==> config.mk <==
export PLATFORM = sky130hd
export DESIGN_NAME = phy_chk_fifo
export DESIGN_NICKNAME = d
export VERILOG_FILES = /design/src/rtl/phy_chk_fifo.sv
export SDC_FILE = /design/constraint.sdc
export NUM_CORES = 1
export LEC_CHECK = 0
export CAP_MARGIN = 0
export CORE_ASPECT_RATIO = 1.2
export CORE_UTILIZATION = 26
export CTS_CLUSTER_SIZE = 12
export DETAILED_ROUTE_END_ITERATION = 7
export HOLD_SLACK_MARGIN = 0.08
export PLACE_DENSITY = 0.51
export SKIP_LAST_GASP = 1
export SLEW_MARGIN = 20
export SYNTH_ARGS = -nofsm -noshare
export SYNTH_HDL_FRONTEND = slang
export SYNTH_SLANG_ARGS = --single-unit
==> constraint.sdc <==
create_clock -name clk -period 5.1 [get_ports clk]
set_input_delay 0.765 -clock clk [delete_from_list [all_inputs] [get_ports clk]]
set_output_delay 0.765 -clock clk [all_outputs]
set_load 0.01 [all_outputs]
==> src/rtl/phy_chk_fifo.sv <==
// Single-lane expected-byte FIFO; head is the oldest entry, push+pop allowed together.
module phy_chk_fifo #(
  parameter int WIDTH = 8,
  parameter int DEPTH = 8
) (
  input  logic             clk,
  input  logic             clear,
  input  logic             push,
  input  logic             pop,
  input  logic [WIDTH-1:0] din,
  output logic [WIDTH-1:0] head,
  output logic             empty,
  output logic             full
);

  localparam int AW = $clog2(DEPTH);

  logic [WIDTH-1:0] mem [DEPTH];
  logic [AW-1:0]    wr_ptr;
  logic [AW-1:0]    rd_ptr;
  logic [AW:0]      count;
  logic             wr_en;
  logic             rd_en;

  assign rd_en = pop & ~empty;
  assign wr_en = push & (~full | rd_en);

  always_ff @(posedge clk) begin
    if (clear) begin
      wr_ptr <= '0;
      rd_ptr <= '0;
      count  <= '0;
    end else begin
      if (wr_en) wr_ptr <= wr_ptr + 1'b1;
      if (rd_en) rd_ptr <= rd_ptr + 1'b1;
      case ({wr_en, rd_en})
        2'b10:   count <= count + 1'b1;
        2'b01:   count <= count - 1'b1;
        default: count <= count;
      endcase
    end
  end

  always_ff @(posedge clk) begin
    if (wr_en) mem[wr_ptr] <= din;
  end

  assign head  = mem[rd_ptr];
  assign empty = (count == '0);
  assign full  = (count == (AW+1)'(DEPTH));

endmodule

==> impl_metrics.env, run 1 <==
export IMPL_outcome="complete, no violations"
export IMPL_irDropWorstVdd_v=0.0002553
export IMPL_leakagePower_nw=1.266
export IMPL_setup_viol=0
export IMPL_synthMuxAreaShare_pct=16.17
export IMPL_place_congestion=0.7268
export IMPL_synth_edf_count=64
export IMPL_syn_area_sq_mm=0.003203
export IMPL_syn_avg_cell_area_sq_um=18.20
export IMPL_max_freq_ghz=0.3167
export IMPL_critPathLaunchType="flip-flop"
export IMPL_core_sq_mm=0.01206
export IMPL_ant_nets=0
export IMPL_cts_tree="built"
export IMPL_synthAdderAreaFrac_pct=2.188
export IMPL_hold_depth=2
export IMPL_ioPinCount=22
export IMPL_fin_crit_sh_pct=61.91
export IMPL_r2r_end="count[3]$_SDFFE_PP0P_"
export IMPL_fillers=1142
export IMPL_die_h_microns=123.6
export IMPL_wl_per_cell_microns=15.73
export IMPL_grt_max_degree=17
export IMPL_synth_seq_cells=77
export IMPL_ff_latch_area_sq_mm=0.002183
export IMPL_post_synth_top_count_cell="edfxtp_1"
export IMPL_async_flop_share_pct=0
export IMPL_dieArea_sq_mm=0.01277
export IMPL_max_cap_violations=0
export IMPL_utilization_pct=32.19
export IMPL_final_cell_area_sq_mm=0.003881
export IMPL_crit_fanout=16
export IMPL_slew_violations=0
export IMPL_clk_path_buf_depth=2
export IMPL_drive_gt1_share_pct=19.51
export IMPL_finalWirelength_microns=5757
export IMPL_grt_pass1_vias=1684
export IMPL_clk_pin_slew_ns=0.06
export IMPL_area_growth_pct=21.17
export IMPL_synthFlopType="edfxtp_1"
export IMPL_cts_buffers=9
export IMPL_arrival_ns=2.39
export IMPL_drc=0
export IMPL_die_width_microns=103.3
export IMPL_reg2reg_depth=9
export IMPL_holdCritStartpoint="rd_ptr[0]$_SDFFE_PP0N_"
export IMPL_grt_pass1_wl_microns=8997
export IMPL_synth_compound_area_share_pct=3.633
export IMPL_yosys_warnings=0
export IMPL_cts_root_buf="clkbuf_16"
export IMPL_cp_end_kind="output port"
export IMPL_cts_resized=0
export IMPL_finClkSkew_ns=0.006821
export IMPL_postPlaceCellArea_sq_mm=0.003580
export IMPL_critPathRequiredTime_ns=4.34
export IMPL_yosys_area_share_simple_pct=5.469
export IMPL_cts_hold_buffers=0
export IMPL_vias=1570
export IMPL_synth_common_cells="edfxtp_1 (64), nor2_1 (15), dfxtp_1 (13)"
export IMPL_antenna_found_initial=0
export IMPL_rows=44
export IMPL_ys_seq_area_share_pct=68.12
export IMPL_syn_nets=193
export IMPL_synth_top_area_cell="edfxtp_1"
export IMPL_cts_sinks=77
export IMPL_drt_pass1_iter_count=4
export IMPL_whs_endpoint="rd_ptr[0]$_SDFFE_PP0N_"
export IMPL_start_util_pct=26.57
export IMPL_via_per_inst=4.290
export IMPL_hold_viol=0
export IMPL_grt_overflow_total=0
export IMPL_rsz0062_at_grt="false"
export IMPL_post_cts_repair_setup_buffers=0
export IMPL_worstSetupPathType="reg2out"
export IMPL_period_needed_ns=3.157
export IMPL_synth_top_family_by_area="multiplexers"
export IMPL_tightestPinTransition_ns=0.9943
export IMPL_postSynthCellCount=176
export IMPL_clock_latency_ns=0.33
export IMPL_yosysTopAreaCellShare_pct=60.00
export IMPL_max_slew_margin_pct=33.35
export IMPL_htreeDepth=3
export IMPL_grtUsageTotal_pct=10.21
export IMPL_ys_types=39
export IMPL_rr_startpoint="count[1]$_SDFFE_PP0P_"
export IMPL_io_buffers=21
export IMPL_drt_iter0_markers=33
export IMPL_antennaDiodeCount=0
export IMPL_final_net_count=217
export IMPL_synthTopCellsByArea="edfxtp_1 (60%), mux4_1 (8.2%), dfxtp_1 (8.1%), mux4_2 (4.2%), mux2_2 (2.8%)"
export IMPL_powerDensity_mw_per_mm2=486.9
export IMPL_place_hpwl_microns=3542
export IMPL_rrSetupSlack_ns=2.57
export IMPL_min_path_type="reg2reg"
export IMPL_multi_input_area_sq_um=967.2
export IMPL_synthXorXnorAreaFrac_pct=1.914
export IMPL_setup_tns_ns=0
logic make-up after synthesis:
group,after synthesis
flip-flops,77
AND/OR/NAND/NOR,35
multiplexers,27
AO/OA/AOI/OAI,13
buffers and inverters,12
XOR/XNOR,7
adder cells (fa/ha/maj),5
metal layers:
layer,part of all wire (%),GRT usage [%],wire [microns]
met1,45,12.26,2589
met2,51,17.00,2934
met3,2.9,3.086,166
met4,1.2,4.225,67
met5,0,0,0
sequential cells by signal, summed over array words and instances, names as in the netlist, named ones only:
| register | cells |
|---|---|
| rd_ptr | 3 |
| mem | 64 |
| count | 4 |
| wr_ptr | 3 |
critical path, stage by stage, from the launching register on:
cell and delay (ns):
dfxtp_2 0.68, mux4_1 0.63, mux2_2 0.29, clkdlybuf4s50_1 0.48
through the flow:
step	hold WS (ns)	worst slack, ns	cells	power, mW
after floorplan	0.4847	2.811	176	1.157
after global placement	0.5091	1.747	350	1.279
after detailed placement	0.5262	1.840	350	1.286
after CTS	0.5417	1.487	366	1.918
after global routing	0.5712	1.796	366	1.990
final	0.5367	1.943	366	1.890
cells in the final DEF, fill, tap and decap left out, types with 2 or more instances in the layout:
master,synthesis,routed
nor2_1,15,15
nand3_1,2,2
inv_1,3,3
a21oi_1,2,2
xor2_1,4,4
clkinvlp_4,0,2
mux2i_1,3,3
xnor2_1,3,3
o211ai_1,3,3
dfxtp_1,13,12
ha_1,4,4
edfxtp_1,64,64
clkbuf_16,0,9
nor3_2,0,4
mux4_2,6,6
inv_6,0,2
mux2_2,8,8
nand2_1,2,2
clkdlybuf4s50_1,0,21
mux4_1,10,10
nand2b_1,4,4
worst max path at each step:
| stage | startpoint | endpoint | slack [ns] | cells after the start |
|---|---|---|---|---|
| floorplan | push | count[3]$_SDFFE_PP0P_ | 2.81 | 8 |
| global placement | pop | mem[4][0]$_DFFE_PP_ | 1.75 | 4 |
| detailed placement | flip-flop | head[5] | 1.84 | 3 |
| CTS | flip-flop | head[5] | 1.49 | 3 |
| global route | flip-flop | head[7] | 1.80 | 3 |
| finish | flip-flop | head[5] | 1.94 | 3 |
area by class of cell:
type                       count  area share [%]
tap                          161           5.190
sequential                    77           56.25
clock buffer                  10           5.899
clock inverter                 6           1.838
multi-input combinational     87           24.92
timing repair buffer          22           5.609
inverter                       3          0.2901
report_power, final:
group / internal, mW / total [mW] / switching (mW)
logic: 0.261 / 0.443 / 0.182
registers: 0.733 / 0.819 / 0.0865
clock network: 0.383 / 0.628 / 0.245
Note: power is estimated with default switching activity, not from simulation.
==> run 2, diff against run 1 <==
- PLACE_DENSITY: 0.51 -> 0.52
- clock period: 5.1 -> 2.85 ns (I/O delays scaled with it)
==> run 2 against run 1 <==
Register-to-register slack worse by 2.1 ns. Non-clock buffer count grew 11. Sequential power up 68%. Combinational power up 110%. Wire length increased by 3.4%. Critical path type unchanged. Largest power group unchanged. Highest routed layer unchanged.
==> impl_metrics.env, run 2 (synthesized netlist as in run 1, its figures left out) <==
export IMPL_final_cell_area_sq_mm=0.003961
export IMPL_outcome="complete, no violations"
export IMPL_reg2reg_depth=9
export IMPL_ioPinCount=22
export IMPL_area_growth_pct=23.67
export IMPL_irDropWorstVdd_v=0.0004677
export IMPL_worstSetupPathType="reg2out"
export IMPL_io_buffers=21
export IMPL_rows=44
export IMPL_slew_violations=0
export IMPL_postPlaceCellArea_sq_mm=0.003642
export IMPL_reg_largest_list="mem x64, count x4"
export IMPL_period_needed_ns=2.670
export IMPL_rrSetupSlack_ns=0.48
export IMPL_min_path_type="reg2reg"
export IMPL_clk_path_buf_depth=2
export IMPL_cpMaxStageDelayCell="mux4_1"
export IMPL_holdCritStartpoint="rd_ptr[2]$_SDFFE_PP0N_"
export IMPL_antenna_found_initial=0
export IMPL_grt_pass1_vias=1723
export IMPL_setup_tns_ns=0
export IMPL_start_util_pct=26.57
export IMPL_via_per_inst=4.289
export IMPL_critPathRequiredTime_ns=2.42
export IMPL_max_slew_margin_pct=44.24
export IMPL_finClkSkew_ns=0.003538
export IMPL_grt_max_degree=17
export IMPL_drt_pass1_iter_count=4
export IMPL_utilization_pct=32.86
export IMPL_tightestPinTransition_ns=0.8333
export IMPL_whs_endpoint="rd_ptr[2]$_SDFFE_PP0N_"
export IMPL_cts_root_buf="clkbuf_16"
export IMPL_die_h_microns=123.6
export IMPL_final_net_count=228
export IMPL_largest_reg_flops=64
export IMPL_die_width_microns=103.3
export IMPL_cp_cell_sequence="buf_6, mux4_1, mux2_2, clkdlybuf4s50_1"
export IMPL_vias=1617
export IMPL_leakagePower_nw=1.327
export IMPL_rsz0062_at_grt="false"
export IMPL_grtUsageTotal_pct=10.51
export IMPL_holdWs_ns=0.5357
export IMPL_place_hpwl_microns=3756
export IMPL_ant_nets=0
export IMPL_finalWirelength_microns=5951
export IMPL_powerDensity_mw_per_mm2=884.0
export IMPL_cts_buffers=9
export IMPL_cp_end_kind="output port"
export IMPL_hold_depth=2
export IMPL_clk_pin_slew_ns=0.06
export IMPL_arrival_ns=2.24
export IMPL_max_cap_violations=0
export IMPL_drive_gt1_share_pct=21.30
export IMPL_cts_tree="built"
export IMPL_core_sq_mm=0.01206
export IMPL_dieArea_sq_mm=0.01277
export IMPL_setup_viol=0
export IMPL_drt_iter0_markers=41
export IMPL_htreeDepth=3
export IMPL_cts_sinks=77
export IMPL_crit_fanout=16
export IMPL_antennaDiodeCount=0
export IMPL_clock_latency_ns=0.33
export IMPL_hold_viol=0
export IMPL_r2r_end="count[3]$_SDFFE_PP0P_"
export IMPL_worst_path_buf_inv=2
export IMPL_grt_overflow_total=0
export IMPL_final_common_cell="edfxtp_1"
export IMPL_fin_crit_sh_pct=93.68
export IMPL_grt_pass1_wl_microns=9280
export IMPL_wl_per_cell_microns=15.79
export IMPL_top_register="mem"
export IMPL_slowest_delay_ns=0.58
export IMPL_layout_common_cells="edfxtp_1 (64), clkdlybuf4s50_1 (21), nor2_1 (15), dfxtp_1 (13), buf_4 (11)"
export IMPL_path_delay_family="multiplexers"
export IMPL_drc=0
export IMPL_post_cts_repair_setup_buffers=0
export IMPL_max_freq_ghz=0.3746
export IMPL_critPathLaunchType="flip-flop"
export IMPL_rr_startpoint="count[1]$_SDFFE_PP0P_"
export IMPL_place_congestion=0.6655
==> run 2: changes by cell type in the layout (fill, tap and decap cells not counted), moves of 2 or more <==
cell	delta
inv_6	-2
clkinv_2	+2
nor3_1	+4
buf_4	+10
nor3_2	-4
==> run 2: worst reg2reg max path: cells and delay by family, from the launching register on <==
family	cells	cell delay (ns)
AO/OA/AOI/OAI	4	0.72
adder cells (fa/ha/maj)	1	0.31
buffers and inverters	1	0.05
flip-flops	1	0.37
AND/OR/NAND/NOR	3	0.84
==> run 2: metrics by stage <==
step | setup slack (ns) | std cells | power (mW)
6_report | 0.1802 | 377 | 3.502
3_3_place_gp | 0.3525 | 361 | 2.341
4_1_cts | 0.07625 | 377 | 3.544
5_1_grt | 0.07234 | 377 | 3.683
3_5_place_dp | 0.3292 | 361 | 2.347
2_1_floorplan | 0.6056 | 176 | 2.070
==> run 2: area by class of cell <==
cell class | instances | area [sq um]
Fill cell | 1146 | 8095
Sequential cell | 77 | 2182
Multi-Input combinational cell | 87 | 947.2
Timing Repair Buffer | 33 | 304.0
Clock buffer | 9 | 225.2
Tap cell | 161 | 201.4
Clock inverter | 7 | 90.09
Inverter | 3 | 11.26
==> run 2: worst max-delay path by stage <==
stage	start	end	slack (ns)	cells after the start
6_report	flip-flop	head[7]	0.18	4
5_1_grt	flip-flop	head[7]	0.07	4
4_1_cts	flip-flop	head[7]	0.08	4
3_5_place_dp	pop	count[3]$_SDFFE_PP0P_	0.33	9
3_3_place_gp	pop	count[3]$_SDFFE_PP0P_	0.35	9
2_1_floorplan	count[1]$_SDFFE_PP0P_	count[3]$_SDFFE_PP0P_	0.61	10
==> run 2: report_power, final <==
part | leakage [nW] | internal, mW | switching (mW) | total [mW]
Sequential | 0.688 | 1.31 | 0.0744 | 1.38
Combinational | 0.486 | 0.512 | 0.420 | 0.932
Clock | 0.153 | 0.761 | 0.426 | 1.19
==> run 2: what timing repair did <==
item,in CTS,in global routing
resized for setup,0,1
hold buffers,0,0
endpoints found under the setup margin,0,1
==> run 2: routing by layer <==
layer / up-vias / wire, microns / track usage (%) / part of all wire (%)
li1: 770 / - / - / -
met1: 806 / 2741 / 13.01 / 46
met2: 32 / 2842 / 16.50 / 48
met3: 9 / 247 / 3.143 / 4.2
met4: 0 / 120 / 5.546 / 2.0
met5: - / 0 / 0 / 0
